File: src/rtl/compare_arbiter_if.sv
// Request/response bundle for the shared branch comparator arbiter.
// master: requesters and result consumer; slave: the arbiter.
interface compare_arbiter_if #(
    parameter int WIDTH = 32
);
    logic             req0_valid;
    logic             req0_ready;
    logic [WIDTH-1:0] req0_a;
    logic [WIDTH-1:0] req0_b;
    logic [2:0]       req0_funct3;

    logic             req1_valid;
    logic             req1_ready;
    logic [WIDTH-1:0] req1_a;
    logic [WIDTH-1:0] req1_b;
    logic [2:0]       req1_funct3;

    logic             rsp_valid;
    logic             rsp_ready;
    logic             rsp_id;
    logic             rsp_flag;
    logic             rsp_err;

    modport master (
        output req0_valid, req0_a, req0_b, req0_funct3,
        input  req0_ready,
        output req1_valid, req1_a, req1_b, req1_funct3,
        input  req1_ready,
        output rsp_ready,
        input  rsp_valid, rsp_id, rsp_flag, rsp_err
    );

    modport slave (
        input  req0_valid, req0_a, req0_b, req0_funct3,
        output req0_ready,
        input  req1_valid, req1_a, req1_b, req1_funct3,
        output req1_ready,
        input  rsp_ready,
        output rsp_valid, rsp_id, rsp_flag, rsp_err
    );
endinterface

File: src/rtl/compare_arbiter.sv
// Two-requester arbiter sharing one RV32 comparator with a one-entry result slot.
// COMPARE_ARB_RR_EN selects round-robin; otherwise requester 0 has fixed priority.
module compare_arbiter #(
    parameter int WIDTH = 32
) (
    input logic               clk,
    input logic               reset,
    compare_arbiter_if.slave  bus
);
    typedef enum logic {
        EMPTY = 1'b0,
        FULL  = 1'b1
    } state_t;

    state_t           state;
    state_t           state_next;
    logic             can_accept;
    logic             grant1;
    logic             accept;
    logic [WIDTH-1:0] op_a;
    logic [WIDTH-1:0] op_b;
    logic [2:0]       op_f3;
    logic             cmp_flag;
    logic             cmp_err;
    logic             flag_q;
    logic             id_q;
    logic             err_q;

`ifdef COMPARE_ARB_RR_EN
    logic last_grant;

    // On contention the requester that did not win last time goes first.
    assign grant1 = bus.req1_valid && (!bus.req0_valid || !last_grant);

    always_ff @(posedge clk) begin
        if (reset)
            last_grant <= 1'b1;
        else if (accept)
            last_grant <= grant1;
    end
`else
    assign grant1 = bus.req1_valid && !bus.req0_valid;
`endif

    assign can_accept     = (state == EMPTY) || bus.rsp_ready;
    assign bus.req0_ready = can_accept && bus.req0_valid && !grant1;
    assign bus.req1_ready = can_accept && grant1;
    assign accept         = bus.req0_ready || bus.req1_ready;

    assign op_a  = grant1 ? bus.req1_a      : bus.req0_a;
    assign op_b  = grant1 ? bus.req1_b      : bus.req0_b;
    assign op_f3 = grant1 ? bus.req1_funct3 : bus.req0_funct3;

    always_comb begin
        cmp_flag = 1'b0;
        cmp_err  = 1'b0;
        case (op_f3)
            3'd0:    cmp_flag = (op_a == op_b);
            3'd1:    cmp_flag = (op_a != op_b);
            3'd4:    cmp_flag = ($signed(op_a) <  $signed(op_b));
            3'd5:    cmp_flag = ($signed(op_a) >= $signed(op_b));
            3'd6:    cmp_flag = (op_a <  op_b);
            3'd7:    cmp_flag = (op_a >= op_b);
            default: cmp_err  = 1'b1;
        endcase
    end

    always_comb begin
        state_next = state;
        case (state)
            EMPTY: if (accept) state_next = FULL;
            FULL: begin
                if (accept)
                    state_next = FULL;
                else if (bus.rsp_ready)
                    state_next = EMPTY;
            end
            default: state_next = EMPTY;
        endcase
    end

    always_ff @(posedge clk) begin
        if (reset)
            state <= EMPTY;
        else
            state <= state_next;
    end

    always_ff @(posedge clk) begin
        if (reset) begin
            flag_q <= 1'b0;
            id_q   <= 1'b0;
            err_q  <= 1'b0;
        end else if (accept) begin
            flag_q <= cmp_flag;
            id_q   <= grant1;
            err_q  <= cmp_err;
        end
    end

    assign bus.rsp_valid = (state == FULL);
    assign bus.rsp_flag  = flag_q;
    assign bus.rsp_id    = id_q;
    assign bus.rsp_err   = err_q;
endmodule

File: src/flat_wrapper.sv
// flat-port wrapper written by rule: the top's interface ports become plain ports
module compare_arbiter_flat 
#(
    parameter int WIDTH = 32
)
  (clk, reset, bus_req0_valid, bus_req0_a, bus_req0_b, bus_req0_funct3, bus_req0_ready, bus_req1_valid, bus_req1_a, bus_req1_b, bus_req1_funct3, bus_req1_ready, bus_rsp_ready, bus_rsp_valid, bus_rsp_id, bus_rsp_flag, bus_rsp_err);
  compare_arbiter_if #(.WIDTH(WIDTH)) bus_i ();
  input logic clk;
  input logic reset;
  input wire logic [$bits(bus_i.req0_valid)-1:0] bus_req0_valid;
  input wire logic [$bits(bus_i.req0_a)-1:0] bus_req0_a;
  input wire logic [$bits(bus_i.req0_b)-1:0] bus_req0_b;
  input wire logic [$bits(bus_i.req0_funct3)-1:0] bus_req0_funct3;
  output wire logic [$bits(bus_i.req0_ready)-1:0] bus_req0_ready;
  input wire logic [$bits(bus_i.req1_valid)-1:0] bus_req1_valid;
  input wire logic [$bits(bus_i.req1_a)-1:0] bus_req1_a;
  input wire logic [$bits(bus_i.req1_b)-1:0] bus_req1_b;
  input wire logic [$bits(bus_i.req1_funct3)-1:0] bus_req1_funct3;
  output wire logic [$bits(bus_i.req1_ready)-1:0] bus_req1_ready;
  input wire logic [$bits(bus_i.rsp_ready)-1:0] bus_rsp_ready;
  output wire logic [$bits(bus_i.rsp_valid)-1:0] bus_rsp_valid;
  output wire logic [$bits(bus_i.rsp_id)-1:0] bus_rsp_id;
  output wire logic [$bits(bus_i.rsp_flag)-1:0] bus_rsp_flag;
  output wire logic [$bits(bus_i.rsp_err)-1:0] bus_rsp_err;
  assign bus_i.req0_valid = bus_req0_valid;
  assign bus_i.req0_a = bus_req0_a;
  assign bus_i.req0_b = bus_req0_b;
  assign bus_i.req0_funct3 = bus_req0_funct3;
  assign bus_req0_ready = bus_i.req0_ready;
  assign bus_i.req1_valid = bus_req1_valid;
  assign bus_i.req1_a = bus_req1_a;
  assign bus_i.req1_b = bus_req1_b;
  assign bus_i.req1_funct3 = bus_req1_funct3;
  assign bus_req1_ready = bus_i.req1_ready;
  assign bus_i.rsp_ready = bus_rsp_ready;
  assign bus_rsp_valid = bus_i.rsp_valid;
  assign bus_rsp_id = bus_i.rsp_id;
  assign bus_rsp_flag = bus_i.rsp_flag;
  assign bus_rsp_err = bus_i.rsp_err;
  compare_arbiter #(.WIDTH(WIDTH)) u_core (.clk(clk), .reset(reset), .bus(bus_i));
endmodule
File: config.mk
export PLATFORM = sky130hd
export DESIGN_NAME = compare_arbiter_flat
export DESIGN_NICKNAME = d
export VERILOG_FILES = /design/src/rtl/compare_arbiter_if.sv /design/src/rtl/compare_arbiter.sv /design/src/flat_wrapper.sv
export SDC_FILE = /design/constraint.sdc
export NUM_CORES = 1
export LEC_CHECK = 0
export ABC_AREA = 1
export CORE_ASPECT_RATIO = 0.7
export CORE_MARGIN = 2
export CORE_UTILIZATION = 37
export DETAILED_ROUTE_END_ITERATION = 10
export HOLD_SLACK_MARGIN = 0.05
export MAX_ROUTING_LAYER = met4
export PLACE_DENSITY = 0.89
export REMOVE_ABC_BUFFERS = 1
export SLEW_MARGIN = 20
export SYNTH_ARGS = -nofsm -noshare
export SYNTH_HDL_FRONTEND = slang
export SYNTH_SLANG_ARGS = --single-unit
File: constraint.sdc
create_clock -name clk -period 4.6 [get_ports clk]
set_input_delay 0.69 -clock clk [delete_from_list [all_inputs] [get_ports clk]]
set_output_delay 0.69 -clock clk [all_outputs]
set_load 0.1 [all_outputs]
==> impl_metrics.json <==
{
  "ir_worst_vdd_v": 0.0000763,
  "period_utilization_post_route_pct": 72.9,
  "fin_ws_ns": 1.25,
  "worst-slew-pin-transition_ns": 0.981,
  "finalNetCount": 613,
  "ctsLongestPathBuffers": 2,
  "dp_hpwl_um": 4980,
  "drt_iter0_markers": 49,
  "rsz0062_at_grt": "no",
  "reg2reg_slack_ns": 3.25,
  "most_used_flip_flop_cell_after_synthesis": "sky130_fd_sc_hd__dfxtp_1",
  "drt_first_pass_iters": 4,
  "critical_path.cell_chain": "clkdlybuf4s50_1, nor2_8, buf_4, mux2i_1, ha_1, a21oi_1, nor2_1, nor2_1, nand2_1, nand2_1, nand2_1, nand2_1, nand2_1, nand2_1, nand3_1, nand2_1, nand3_1, nand2_1, a21oi_2",
  "critical_path.startpoint": "bus_req0_valid",
  "asyncSetResetFlopFracSynth_pct": 0,
  "timing.critical_path.required_ns": 4.71,
  "vias": 2380,
  "worst_r2r_endpoint": "u_core.bus.rsp_flag",
  "die_area_um2": 5500,
  "crit_end_category": "flop",
  "number_of_warnings_printed_during_yosys_synthesis": 0,
  "io_pins": 145,
  "yosys_register_bits": 4,
  "route.detailed.vias_per_inst": 4.68,
  "critical-path-top-cell-by-count": "sky130_fd_sc_hd__nand2_1",
  "grt_pass1_vias": 2409,
  "setup_viol": 0,
  "worstHoldStart": "u_core.bus.rsp_id",
  "crit_buf_inv": 2,
  "cts_resized": 0,
  "edff_count_synth": 0,
  "clock_tree.htree_level_count": 1,
  "postRouteAntennaNets": 0,
  "final_cell_mix": "143 x sky130_fd_sc_hd__nand2_1, 142 x sky130_fd_sc_hd__clkdlybuf4s50_1, 32 x sky130_fd_sc_hd__mux2i_1, 32 x sky130_fd_sc_hd__ha_1, 19 x sky130_fd_sc_hd__nor2_1",
  "drv_cap": 0,
  "gpl.final_weighted_congestion": 0.861,
  "fillers": 378,
  "clock_tree.root_cell": "sky130_fd_sc_hd__clkbuf_8",
  "criticalPathCategory": "input pin to flop",
  "cts_hold_bufs": 0,
  "setup.worst_path.start_class": "input pin",
  "floorplan.die.height_um": 62.6,
  "preCtsSetupSlack_ns": 1.01,
  "fp.coreArea_um2": 4760,
  "r2r-start": "u_core.bus.rsp_valid",
  "critical_path.endpoint": "u_core.bus.rsp_flag",
  "route.detailed.wl_per_inst_um": 11.4,
  "power_density_nw_per_um2": 135,
  "floorplan.initialDensity_pct": 38.2,
  "setup_tns_ns": 0,
  "tritoncts_num_sinks": 4,
  "cts_inserted_buffers": 3,
  "global_route_wire_length_before_repair_um": 9630,
  "power.total_uw": 458,
  "run_status": "finished, final reports clean",
  "netlist_area_um2": 1820,
  "later_pin_clock_latency_in_the_skew_report_ns": 0.23,
  "seq_area_frac_synth_pct": 4.40,
  "finalHoldViolCount": 0,
  "port_buffers": 144,
  "cts.reportedPaths.clkPinSlew_ns": 0.04,
  "total_wirelength_of_the_detailed_routed_design_um": 5830,
  "fp.dieW_um": 87.8,
  "layout_commonest_cell": "sky130_fd_sc_hd__nand2_1",
  "gr-usage-all-layers_pct": 21.8,
  "post_synth_num_cell_types": 26,
  "cp_top_family": "simple AND/OR/NAND/NOR gates",
  "syn-mean-instance-area_um2": 6.04,
  "path_depth": 19,
  "diodes": 0,
  "final.min_clock_period_ns": 3.35,
  "area_delta_synth_final_pct": 85.9,
  "worstRegToRegCells": 7,
  "grt_max_degree": 36,
  "clock_skew_ns": 0.00144,
  "timing.fmax_mhz": 298,
  "post_route_cells_drive_above_1_share_pct": 4.32,
  "critical_path.max_stage_delay_ns": 0.51,
  "slowest_stage": "sky130_fd_sc_hd__clkdlybuf4s50_1",
  "total_leakage_power_nw": 1.59,
  "grt_remaining_overflow": 0,
  "critical_path.max_fanout": 26,
  "report.final.slew_viol_count": 0,
  "max_slew_margin_pct": 34.4,
  "class_of_the_tightest_hold_or_removal_check": "flop to flop",
  "arrival_ns": 3.46,
  "tritoncts_clock_tree": "yes",
  "syn-instance-count": 301,
  "grt_antenna_before_repair": 0,
  "drt_drc_violations_left": 0,
  "cts_setup_buffers": 0,
  "rows": 21
}
==> how the worst min path moves through the flow <==
stage,endpoint,slack (ns),cells past startpoint
global placement,u_core.bus.rsp_id,0.45,2
CTS,u_core.bus.rsp_id,0.48,2
finish,u_core.bus.rsp_id,0.49,2
detailed placement,u_core.bus.rsp_id,0.47,2
global route,u_core.bus.rsp_id,0.51,2
floorplan,u_core.bus.rsp_flag,0.75,1
==> final cells by class <==
class / count / area [um2] / area share [%]
multi-input combinational: 273 / 1640 / 48.5
timing repair buffer: 146 / 1480 / 43.7
tap: 69 / 86.3 / 2.55
clock buffer: 3 / 41.3 / 1.22
inverter: 14 / 57.6 / 1.70
sequential: 4 / 80.1 / 2.37
==> worst min-delay path: stages (launching register included) <==
cell and delay, ns:
sky130_fd_sc_hd__dfxtp_1 0.31, sky130_fd_sc_hd__nand2_1 0.08, sky130_fd_sc_hd__a21oi_1 0.06
==> cells by family (layout without fill, tap and decap cells) <==
| kind of cell | count (synthesis) | after routing | share of synthesized area (%) |
|---|---|---|---|
| flip-flops | 4 | 4 | 4.40 |
| adder cells (fa/ha/maj) | 32 | 32 | 22.0 |
| buffers and inverters | 24 | 163 | 5.51 |
| AND/OR/NAND/NOR | 183 | 183 | 40.9 |
| multiplexers | 33 | 33 | 18.9 |
| AO/OA/AOI/OAI | 25 | 25 | 8.33 |
==> through the flow <==
| step | std cells | util, % | cell area [um2] | hold WS [ns] |
|---|---|---|---|---|
| floorplan | 291 | - | 1780 | 0.752 |
| global placement | 506 | 70.2 | 3340 | 0.451 |
| detailed placement | 506 | 70.2 | 3340 | 0.467 |
| CTS | 509 | 71.1 | 3380 | 0.481 |
| global route | 509 | 71.1 | 3380 | 0.512 |
| finish | 509 | 71.1 | 3380 | 0.491 |
==> routing by layer <==
layer  vias up  GRT usage [%]  wire [um]
met5         -              -          0
met4         0           7.12        103
met3        11           2.91        466
met2        93           40.6       2790
met1       998           23.4       2470
li1       1278              -          -
==> synthesized netlist by cell type (2+ instances only) <==
cell,number,area (um2)
sky130_fd_sc_hd__mux2i_1,32,320
sky130_fd_sc_hd__nand2_1,143,537
sky130_fd_sc_hd__nor2_1,19,71.3
sky130_fd_sc_hd__inv_2,2,7.51
sky130_fd_sc_hd__nand4_1,3,18.8
sky130_fd_sc_hd__nand3_1,10,50.1
sky130_fd_sc_hd__a21oi_2,2,17.5
sky130_fd_sc_hd__buf_2,4,20.0
sky130_fd_sc_hd__ha_1,32,400
sky130_fd_sc_hd__dfxtp_1,4,80.1
sky130_fd_sc_hd__inv_1,10,37.5
sky130_fd_sc_hd__nor3_1,3,15.0
sky130_fd_sc_hd__inv_4,2,12.5
sky130_fd_sc_hd__o21ai_0,2,10.0
sky130_fd_sc_hd__a21oi_1,16,80.1
sky130_fd_sc_hd__o21a_1,2,15.0
sky130_fd_sc_hd__clkbuf_1,6,22.5
==> registers in the layout (all words and copies together) (netlist names) <==
name	cells
u_core.bus.rsp_id	1
u_core.bus.rsp_flag	1
u_core.bus.rsp_err	1
u_core.bus.rsp_valid	1
==> power by group <==
group	internal, mW	leakage (nW)	switching [mW]	total (mW)
Combinational	0.186	1.54	0.153	0.338
Clock	0.0563	0.0216	0.0237	0.0800
Sequential	0.0376	0.0331	0.00151	0.0391
Power figures use the tool's default switching activity.
